## config.mk

```make
export PLATFORM = sky130hd
export DESIGN_NAME = uart_tx_cfg_flat
export DESIGN_NICKNAME = d
export VERILOG_FILES = /design/src/rtl/uart_tx_cfg_if.sv /design/src/rtl/uart_tx_cfg.sv /design/src/flat_wrapper.sv
export SDC_FILE = /design/constraint.sdc
export NUM_CORES = 1
export LEC_CHECK = 0
export CAP_MARGIN = 15
export CELL_PAD_IN_SITES_DETAIL_PLACEMENT = 1
export CELL_PAD_IN_SITES_GLOBAL_PLACEMENT = 1
export CORE_ASPECT_RATIO = 1.2
export CORE_MARGIN = 5
export CORE_UTILIZATION = 40
export CTS_CLUSTER_SIZE = 40
export DETAILED_ROUTE_END_ITERATION = 12
export PLACE_DENSITY_LB_ADDON = 0.1
export RECOVER_POWER = 25
export SYNTH_ARGS = -nofsm -noshare
export SYNTH_HDL_FRONTEND = slang
export SYNTH_SLANG_ARGS = --single-unit
```

## constraint.sdc

```tcl
create_clock -name clk -period 2.2 [get_ports clk]
set_input_delay 0.33 -clock clk [delete_from_list [all_inputs] [get_ports clk]]
set_output_delay 0.33 -clock clk [all_outputs]
set_load 0.01 [all_outputs]
```

## src/rtl/uart_tx_cfg_if.sv

```systemverilog
// Upstream-facing handshake bundle of the configurable UART transmitter:
// word request/accept plus the serial line and completion pulse.
interface uart_tx_cfg_if #(
  parameter int unsigned D_BIT = 8
);
  logic             tx_start;
  logic [D_BIT-1:0] d_in;
  logic             tx_ready;
  logic             tx_busy;
  logic             tx;
  logic             tx_done_tick;

  modport master (
    output tx_start, d_in,
    input  tx_ready, tx_busy, tx, tx_done_tick
  );

  modport slave (
    input  tx_start, d_in,
    output tx_ready, tx_busy, tx, tx_done_tick
  );
endinterface

```

## src/rtl/uart_tx_cfg.sv

```systemverilog
// UART transmitter with configurable data bits, optional even/odd parity and
// stop length, paced by an external oversampling tick.
module uart_tx_cfg #(
  parameter int unsigned D_BIT   = 8,
  parameter int unsigned OS_TICK = 16,
  parameter int unsigned SB_TICK = 16,
  parameter int unsigned PARITY  = 0
) (
  input  logic            clk,
  input  logic            rst,
  input  logic            s_tick,
  uart_tx_cfg_if.slave    bus
);

  localparam int unsigned TICK_MAX = (OS_TICK > SB_TICK) ? OS_TICK : SB_TICK;
  localparam int unsigned TW       = $clog2(TICK_MAX);
  localparam int unsigned BW       = $clog2(D_BIT);
  localparam logic [TW-1:0] OS_LAST  = TW'(OS_TICK - 1);
  localparam logic [TW-1:0] SB_LAST  = TW'(SB_TICK - 1);
  localparam logic [BW-1:0] BIT_LAST = BW'(D_BIT - 1);
  localparam bit PAR_EN   = (PARITY == 1) || (PARITY == 2);
  localparam bit PAR_INIT = (PARITY == 2);

  typedef enum logic [2:0] {IDLE, START, DATA, PAR, STOP} state_e;

  state_e           state_q;
  logic [TW-1:0]    tick_q;
  logic [BW-1:0]    bit_q;
  logic [D_BIT-1:0] shreg_q;
  logic             par_q;
  logic             tx_q;
  logic             done_q;

  always_ff @(posedge clk) begin
    if (rst) begin
      state_q <= IDLE;
      tick_q  <= '0;
      bit_q   <= '0;
      shreg_q <= '0;
      par_q   <= 1'b0;
      tx_q    <= 1'b1;
      done_q  <= 1'b0;
    end else begin
      done_q <= 1'b0;
      case (state_q)
        IDLE: begin
          tx_q <= 1'b1;
          if (bus.tx_start) begin
            shreg_q <= bus.d_in;
            tick_q  <= '0;
            par_q   <= PAR_INIT;
            tx_q    <= 1'b0;
            state_q <= START;
          end
        end
        START: if (s_tick) begin
          if (tick_q == OS_LAST) begin
            tick_q  <= '0;
            bit_q   <= '0;
            tx_q    <= shreg_q[0];
            state_q <= DATA;
          end else begin
            tick_q <= tick_q + TW'(1);
          end
        end
        DATA: if (s_tick) begin
          if (tick_q == OS_LAST) begin
            tick_q  <= '0;
            par_q   <= par_q ^ shreg_q[0];
            shreg_q <= shreg_q >> 1;
            if (bit_q == BIT_LAST) begin
              // tx is registered, so the next bit value is computed ahead of the shift
              if (PAR_EN) begin
                tx_q    <= par_q ^ shreg_q[0];
                state_q <= PAR;
              end else begin
                tx_q    <= 1'b1;
                state_q <= STOP;
              end
            end else begin
              bit_q <= bit_q + BW'(1);
              tx_q  <= shreg_q[1];
            end
          end else begin
            tick_q <= tick_q + TW'(1);
          end
        end
        PAR: if (s_tick) begin
          if (tick_q == OS_LAST) begin
            tick_q  <= '0;
            tx_q    <= 1'b1;
            state_q <= STOP;
          end else begin
            tick_q <= tick_q + TW'(1);
          end
        end
        STOP: if (s_tick) begin
          if (tick_q == SB_LAST) begin
            tick_q  <= '0;
            tx_q    <= 1'b1;
            done_q  <= 1'b1;
            state_q <= IDLE;
          end else begin
            tick_q <= tick_q + TW'(1);
          end
        end
        default: begin
          tx_q    <= 1'b1;
          state_q <= IDLE;
        end
      endcase
    end
  end

  assign bus.tx           = tx_q;
  assign bus.tx_done_tick = done_q;
  assign bus.tx_ready     = (state_q == IDLE);
  assign bus.tx_busy      = (state_q != IDLE);

endmodule

```

## src/flat_wrapper.sv

```systemverilog
// flat-port wrapper written by rule: the top's interface ports become plain ports
module uart_tx_cfg_flat 
#(
  parameter int unsigned D_BIT   = 8,
  parameter int unsigned OS_TICK = 16,
  parameter int unsigned SB_TICK = 16,
  parameter int unsigned PARITY  = 0
)
  (clk, rst, s_tick, bus_tx_start, bus_d_in, bus_tx_ready, bus_tx_busy, bus_tx, bus_tx_done_tick);
  uart_tx_cfg_if #(.D_BIT(D_BIT)) bus_i ();
  input  logic clk;
  input  logic rst;
  input  logic s_tick;
  input wire logic [$bits(bus_i.tx_start)-1:0] bus_tx_start;
  input wire logic [$bits(bus_i.d_in)-1:0] bus_d_in;
  output wire logic [$bits(bus_i.tx_ready)-1:0] bus_tx_ready;
  output wire logic [$bits(bus_i.tx_busy)-1:0] bus_tx_busy;
  output wire logic [$bits(bus_i.tx)-1:0] bus_tx;
  output wire logic [$bits(bus_i.tx_done_tick)-1:0] bus_tx_done_tick;
  assign bus_i.tx_start = bus_tx_start;
  assign bus_i.d_in = bus_d_in;
  assign bus_tx_ready = bus_i.tx_ready;
  assign bus_tx_busy = bus_i.tx_busy;
  assign bus_tx = bus_i.tx;
  assign bus_tx_done_tick = bus_i.tx_done_tick;
  uart_tx_cfg #(.D_BIT(D_BIT), .OS_TICK(OS_TICK), .SB_TICK(SB_TICK), .PARITY(PARITY)) u_core (.clk(clk), .rst(rst), .s_tick(s_tick), .bus(bus_i));
endmodule
```

==> run summary, run 1 <==
### CTS
* sky130_fd_sc_hd__clkbuf_4 — root buf cell
* 1 — maximum level of the CTS H-tree
* 0 — PostCTS Resize Cnt
* 2 — buffer levels on the longest clock path
* 0.11 ns — clock slew seen by the registers of the worst setup and hold paths
* 3 — CTS Buf Count
* 0 — # hold bufs at CTS
* 0.29 ns — clock latency on the worst-skew pair
* 0 — buffers inserted during post-CTS setup optimization
* 20 — clock sink total
* yes — TritonCTS clock tree

### Pwr
* 0.000714 W — Design Power
* 559 nW/um^2 — areal power density over the cells
* 0.446 nW — Leak
* 0.000281 V — Peak supply drop

### Worst setup path
* reg -> out — crit path kind
* 5 — Worst R2R Path Depth
* 12 — maximum fanout along the worst path
* primary output — endpoint class of the critical path
* 1.78 ns — worst endpoint data arrival time
* u_core.shreg_q[6]$_SDFFE_PP0P_ — end of the worst register-to-register path
* 1.87 ns — Crit path required time
* 0.33 ns — slack of the worst reg-to-reg path
* register — kind of launch point of the worst setup path
* u_core.tick_q[0]$_SDFFE_PP0P_ — source of the worst register-to-register timing path

### Die
* 2550 um^2 — area of the core region
* 57.4 um — die extent in x
* 20 — total number of placement rows
* 3840 um^2 — Die ar.
* 16 — IO Pins
* 42.3% — initial core utilization
* 66.9 um — Die H

### Synthesis
* 113 — gate count after technology mapping
* 0 — synth warn
* 9.54 um^2 — Post-Synthesis Mean Instance Area
* sky130_fd_sc_hd__dfxtp_1 — cell taking the most area after synthesis
* sky130_fd_sc_hd__dfxtp_1 — most common cell in the synthesized netlist
* 37.1% — share of the synthesized area in the top cell type
* 38 — number of unique standard cell types used by synthesis
* sky130_fd_sc_hd__dfxtp_1, sky130_fd_sc_hd__a21oi_1, sky130_fd_sc_hd__mux2i_1, sky130_fd_sc_hd__a211oi_1, sky130_fd_sc_hd__nor2_1 — most used standard cells in the synthesized netlist
* 0 — number of synthesized flops with an enable pin
* 20 — flops & latches, synth
* 0% — share of flip-flops with an asynchronous set or reset after synthesis
* sky130_fd_sc_hd__dfxtp_1 — predominant post-synthesis flop cell
* 37.1% — sequential fraction of the synthesis area
* 1080 um^2 — post-synthesis cell area
* 128 — Syn Nets
* sky130_fd_sc_hd__dfxtp_1, sky130_fd_sc_hd__mux2i_1, sky130_fd_sc_hd__a21oi_1, sky130_fd_sc_hd__a211oi_1, sky130_fd_sc_hd__ha_1 — largest cells by area after synthesis

### Placement
* 1.84 mm — Detailed Place HPWL
* 0.768 — final estimated routing congestion in global placement
* 157 — # placed instances
* 15 — IO buf count

### Global route
* 19 — maximum number of pins on one net before global-route repair
* 14.2% — total track usage
* 4.44 mm — wire length of the first global-routing pass
* 989 — vias in the first global route
* 0 — gr ovfl total
* 0 — antenna violations before repair

### Layout
* 161 — final cell count without fillers
* 144 — number of nets in the finished design
* 400 um^2 — area taken by flip-flops and latches
* 10.9% — share of final-layout standard cells stronger than drive strength 1
* 50.0% — Util after Layout
* 322 — total of fill cells in the finished design
* 0 — Diodes inserted
* 607 um^2 — area used by multi-input combinational logic
* 18.3% — Layout area overhead

### Timing
* 2.11 ns — Final min period
* 0 ns — summed negative setup slack over all endpoints
* 0.00810 ns — Setup Skew
* 0.480 ns — worst hold slack after final layout
* 95.8% — final worst path period share
* 52.6% — max_slew headroom
* 0.701 ns — Tightest Pin Transition
* 0 — final-report max-slew violation count
* 475 MHz — f_max
* 0 — total count of hold-check failures in the final report
* no — setup repair after global routing missed its margin
* 0 — Final Setup Violations

### Drt
* 2.41 mm — Detailed Route WL
* 15 — DRC violation total after the first TritonRoute iteration
* 905 — count of vias placed by the detailed router
* 3 — DRT Pass-1 Iters
* 5.62 — routed via count divided by cell count
* 0 — DRC errors left
* 0 — Detail Route Antenna Nets
* 15.0 um — WL/cell

### Hold path
* u_core.tick_q[1]$_SDFFE_PP0P_ — origin of the worst min-delay path
* reg -> reg — kind of path behind the tightest hold check
* u_core.tick_q[1]$_SDFFE_PP0P_ — sink of the worst hold path
* 2 — WHS Path Cells

### Status
* finished clean — outcome

### Run
* 0 — number of maximum-capacitance constraint violations

[placed cells by master, fill, tap and decap left out, types with 2 or more instances in the layout]
master	count
sky130_fd_sc_hd__dfxtp_1	20
sky130_fd_sc_hd__a211oi_1	7
sky130_fd_sc_hd__o31a_1	2
sky130_fd_sc_hd__a21oi_1	13
sky130_fd_sc_hd__nand3_1	2
sky130_fd_sc_hd__mux2i_1	9
sky130_fd_sc_hd__o21ai_0	2
sky130_fd_sc_hd__nand2_1	6
sky130_fd_sc_hd__ha_1	3
sky130_fd_sc_hd__inv_1	4
sky130_fd_sc_hd__nor4b_1	2
sky130_fd_sc_hd__clkdlybuf4s50_1	14
sky130_fd_sc_hd__and4_1	2
sky130_fd_sc_hd__a22o_1	2
sky130_fd_sc_hd__clkbuf_4	3
sky130_fd_sc_hd__a31oi_1	2
sky130_fd_sc_hd__buf_4	3
sky130_fd_sc_hd__nor2_1	7
sky130_fd_sc_hd__nor3_1	3
[report_power, final]
part / internal, W / leakage, nW / switching [W] / total (W)
combinational: 0.0000570 / 0.261 / 0.0000546 / 0.000112
sequential: 0.000379 / 0.164 / 0.0000141 / 0.000393
clock: 0.000101 / 0.0210 / 0.000108 / 0.000209
[through the flow]
stage	setup WS [ns]	instance area, um^2
finish	0.0934	1280
global route	0.0129	1280
CTS	0.0533	1290
detailed placement	0.0108	1250
global placement	0.107	1250
floorplan	0.653	1080
[kinds of logic (layout without fill, tap and decap cells)]
| group | count (synthesis) | in the layout | synth area share (%) |
|---|---|---|---|
| mux | 11 | 11 | 11.5 |
| simple gates | 29 | 29 | 16.6 |
| flops | 20 | 20 | 37.1 |
| fa+ha+maj | 3 | 3 | 3.48 |
| compound gates | 38 | 38 | 25.3 |
| buf+inv | 12 | 27 | 6.03 |
[registers in the layout, indices dropped and copies added, names as in the netlist]
register / count
u_core.state_q: 3
u_core.shreg_q: 8
u_core.bus.tx: 1
u_core.tick_q: 4
u_core.bit_q: 3
u_core.bus.tx_done_tick: 1
[worst max-delay path by stage]
stage                                   startpoint                        endpoint  slack (ns)  cells past startpoint
finish              u_core.state_q[0]$_SDFFE_PP0P_                    bus_tx_ready        0.09                      3
global route        u_core.state_q[0]$_SDFFE_PP0P_                    bus_tx_ready        0.01                      3
CTS                 u_core.state_q[0]$_SDFFE_PP0P_                    bus_tx_ready        0.05                      3
detailed placement                          s_tick  u_core.shreg_q[0]$_SDFFE_PP0P_        0.01                      5
global placement                            s_tick  u_core.shreg_q[1]$_SDFFE_PP0P_        0.11                      5
floorplan            u_core.tick_q[0]$_SDFFE_PP0P_  u_core.shreg_q[2]$_SDFFE_PP0P_        0.65                      6
[worst max-delay path: stages (launching register included)]
cell                              delay (ns)
sky130_fd_sc_hd__dfxtp_1                0.45
sky130_fd_sc_hd__or3_4                  0.44
sky130_fd_sc_hd__inv_1                  0.07
sky130_fd_sc_hd__clkdlybuf4s50_1        0.52
[metal layers]
| metal | global-route usage [%] | vias to the layer above | part of all wire (%) |
|---|---|---|---|
| met1 | 16.7 | 432 | 45 |
| li1 | - | 460 | - |
| met3 | 2.33 | 2 | 3.6 |
| met2 | 26.4 | 11 | 50 |
| met4 | 3.48 | 0 | 0.62 |
| met5 | 0 | - | 0 |
[final cells by class]
cell class,count,share of cell area [%]
multi-input combinational,81,47.5
clock buffer,4,2.84
inverter,4,1.18
tap,33,3.24
timing repair buffer,19,13.8
sequential,20,31.4
Power figures use the tool's default switching activity.
==> inputs of run 2 (changes only) <==
SETUP_SLACK_MARGIN = 0.2   (was default)
==> run 2 against run 1 <==
Against the previous run:
- clock power hardly changed
- worst hold slack hardly changed
- register-to-register slack better by 0.09 ns
- die area stayed put
- count of clock-buffer cells in the layout stayed put
- sequential share of layout area hardly changed
==> run summary, run 2 (synthesis gave the netlist of run 1 again) <==
### Layout
* 0 — Diodes inserted
* 12.3% — share of final-layout standard cells stronger than drive strength 1
* 146 — number of nets in the finished design
* sky130_fd_sc_hd__dfxtp_1, sky130_fd_sc_hd__a21oi_1, sky130_fd_sc_hd__clkdlybuf4s50_1 — top library cells by usage in the layout, fill and taps aside
* 323 — total of fill cells in the finished design
* 163 — final cell count without fillers
* u_core.shreg_q (8), u_core.tick_q (4) — Largest regs
* 8 — max FFs per register
* u_core.shreg_q — Most flops, register
* sky130_fd_sc_hd__dfxtp_1 — most common cell after layout, fill and taps aside
* 19.6% — Layout area overhead

### Timing
* 0.702 ns — Tightest Pin Transition
* 0 — total count of hold-check failures in the final report
* 0 — Final Setup Violations
* 0 ns — summed negative setup slack over all endpoints
* 0 — final-report max-slew violation count
* no — setup repair after global routing missed its margin
* 87.0% — final worst path period share
* 1.92 ns — Final min period
* 0.00595 ns — Setup Skew
* 52.6% — max_slew headroom
* 522 MHz — f_max

### Drt
* 14.9 um — WL/cell
* 2.43 mm — Detailed Route WL
* 0 — DRC errors left
* 912 — count of vias placed by the detailed router
* 0 — Detail Route Antenna Nets
* 3 — DRT Pass-1 Iters
* 12 — DRC violation total after the first TritonRoute iteration
* 5.60 — routed via count divided by cell count

### Worst setup path
* u_core.tick_q[2]$_SDFFE_PP0P_ — end of the worst register-to-register path
* sky130_fd_sc_hd__clkdlybuf4s50_1 — slowest cell on the critical path
* register — kind of launch point of the worst setup path
* 8 — maximum fanout along the worst path
* 0.50 ns — Critical Path Max Stage Delay
* u_core.state_q[0]$_SDFFE_PP0P_ — start point of the critical path
* bus_tx_busy — Worst Setup EP
* or3_4 > clkdlybuf4s50_1 — ordered cell list for the critical path
* 5 — Worst R2R Path Depth
* u_core.state_q[1]$_SDFFE_PP0P_ — source of the worst register-to-register timing path
* 1.87 ns — Crit path required time
* 1.59 ns — worst endpoint data arrival time
* primary output — endpoint class of the critical path
* reg -> out — crit path kind
* 0.42 ns — slack of the worst reg-to-reg path

### Pwr
* 0.452 nW — Leak
* 0.000281 V — Peak supply drop
* 554 nW/um^2 — areal power density over the cells

### Die
* 16 — IO Pins
* 57.4 um — die extent in x
* 42.3% — initial core utilization
* 66.9 um — Die H
* 3840 um^2 — Die ar.
* 20 — total number of placement rows
* 2550 um^2 — area of the core region

### Placement
* 0.768 — final estimated routing congestion in global placement
* 15 — IO buf count
* 157 — # placed instances
* 1.84 mm — Detailed Place HPWL

### CTS
* 20 — clock sink total
* 3 — CTS Buf Count
* 0 — # hold bufs at CTS
* 1 — maximum level of the CTS H-tree
* 0.11 ns — clock slew seen by the registers of the worst setup and hold paths
* 0.29 ns — clock latency on the worst-skew pair
* 2 — buffer levels on the longest clock path
* yes — TritonCTS clock tree
* sky130_fd_sc_hd__clkbuf_4 — root buf cell

### Hold path
* u_core.tick_q[1]$_SDFFE_PP0P_ — origin of the worst min-delay path
* reg -> reg — kind of path behind the tightest hold check

### Global route
* 14.3% — total track usage
* 4.46 mm — wire length of the first global-routing pass
* 0 — antenna violations before repair
* 0 — gr ovfl total
* 998 — vias in the first global route
* 19 — maximum number of pins on one net before global-route repair

### Run
* 0 — number of maximum-capacitance constraint violations

### Status
* finished clean — outcome

-- run 2: critical path, delay by kind of cell (launching register included) --
family | cells | cell delay (ns)
buffers and inverters | 1 | 0.50
flip-flops | 1 | 0.36
AND/OR/NAND/NOR | 1 | 0.44
-- run 2: power breakdown --
| group | total, W | leakage (nW) | switching, W | internal, W |
|---|---|---|---|---|
| Clock | 0.000208 | 0.0210 | 0.000107 | 0.000101 |
| Combinational | 0.000118 | 0.267 | 0.0000597 | 0.0000582 |
| Sequential | 0.000388 | 0.164 | 0.00000969 | 0.000379 |
| Total | 0.000714 | 0.452 | 0.000177 | 0.000538 |
-- run 2: how the worst min path moves through the flow --
stage	depth (start not counted)	end	slack (ns)
3_5_place_dp	2	u_core.tick_q[1]$_SDFFE_PP0P_	0.47
3_3_place_gp	2	u_core.tick_q[1]$_SDFFE_PP0P_	0.46
5_1_grt	2	u_core.tick_q[1]$_SDFFE_PP0P_	0.52
6_report	2	u_core.tick_q[1]$_SDFFE_PP0P_	0.48
4_1_cts	2	u_core.tick_q[1]$_SDFFE_PP0P_	0.48
2_1_floorplan	2	u_core.tick_q[1]$_SDFFE_PP0P_	0.45
-- run 2: through the flow --
stage | worst slack (ns) | utilization (%) | power (W) | cell area (um^2) | hold WS [ns]
2_1_floorplan | 0.653 | - | 0.000469 | 1080 | 0.449
3_3_place_gp | 0.107 | 49.0 | 0.000512 | 1250 | 0.461
3_5_place_dp | 0.0108 | 49.0 | 0.000515 | 1250 | 0.467
4_1_cts | 0.259 | 50.8 | 0.000729 | 1300 | 0.483
5_1_grt | 0.231 | 50.5 | 0.000758 | 1290 | 0.520
6_report | 0.285 | 50.5 | 0.000714 | 1290 | 0.480
-- run 2: what timing repair did --
action / 4_1_cts / 5_1_grt
resized for setup: 3 / 0
buffers inserted: 1 / 1
pin swaps: 1 / 1
endpoints found under the hold margin: 0 / 0
endpoints found under the setup margin: 2 / 4
-- run 2: cell type report --
class | instances | area [um^2] | share of cell area, %
clock buffers | 4 | 36.3 | 2.81
repair buffers | 21 | 186 | 14.5
flip-flops and latches | 20 | 404 | 31.3
inverters | 4 | 15.0 | 1.16
well taps | 33 | 41.3 | 3.20
multi-input cells | 81 | 607 | 47.0
-- run 2: layer usage --
layer | share of wire, % | track usage (%) | routed length [um]
met5 | 0 | 0 | 0
met4 | 0.62 | 3.77 | 15
met3 | 3.6 | 2.33 | 87
met2 | 51 | 26.6 | 1250
met1 | 44 | 16.6 | 1080
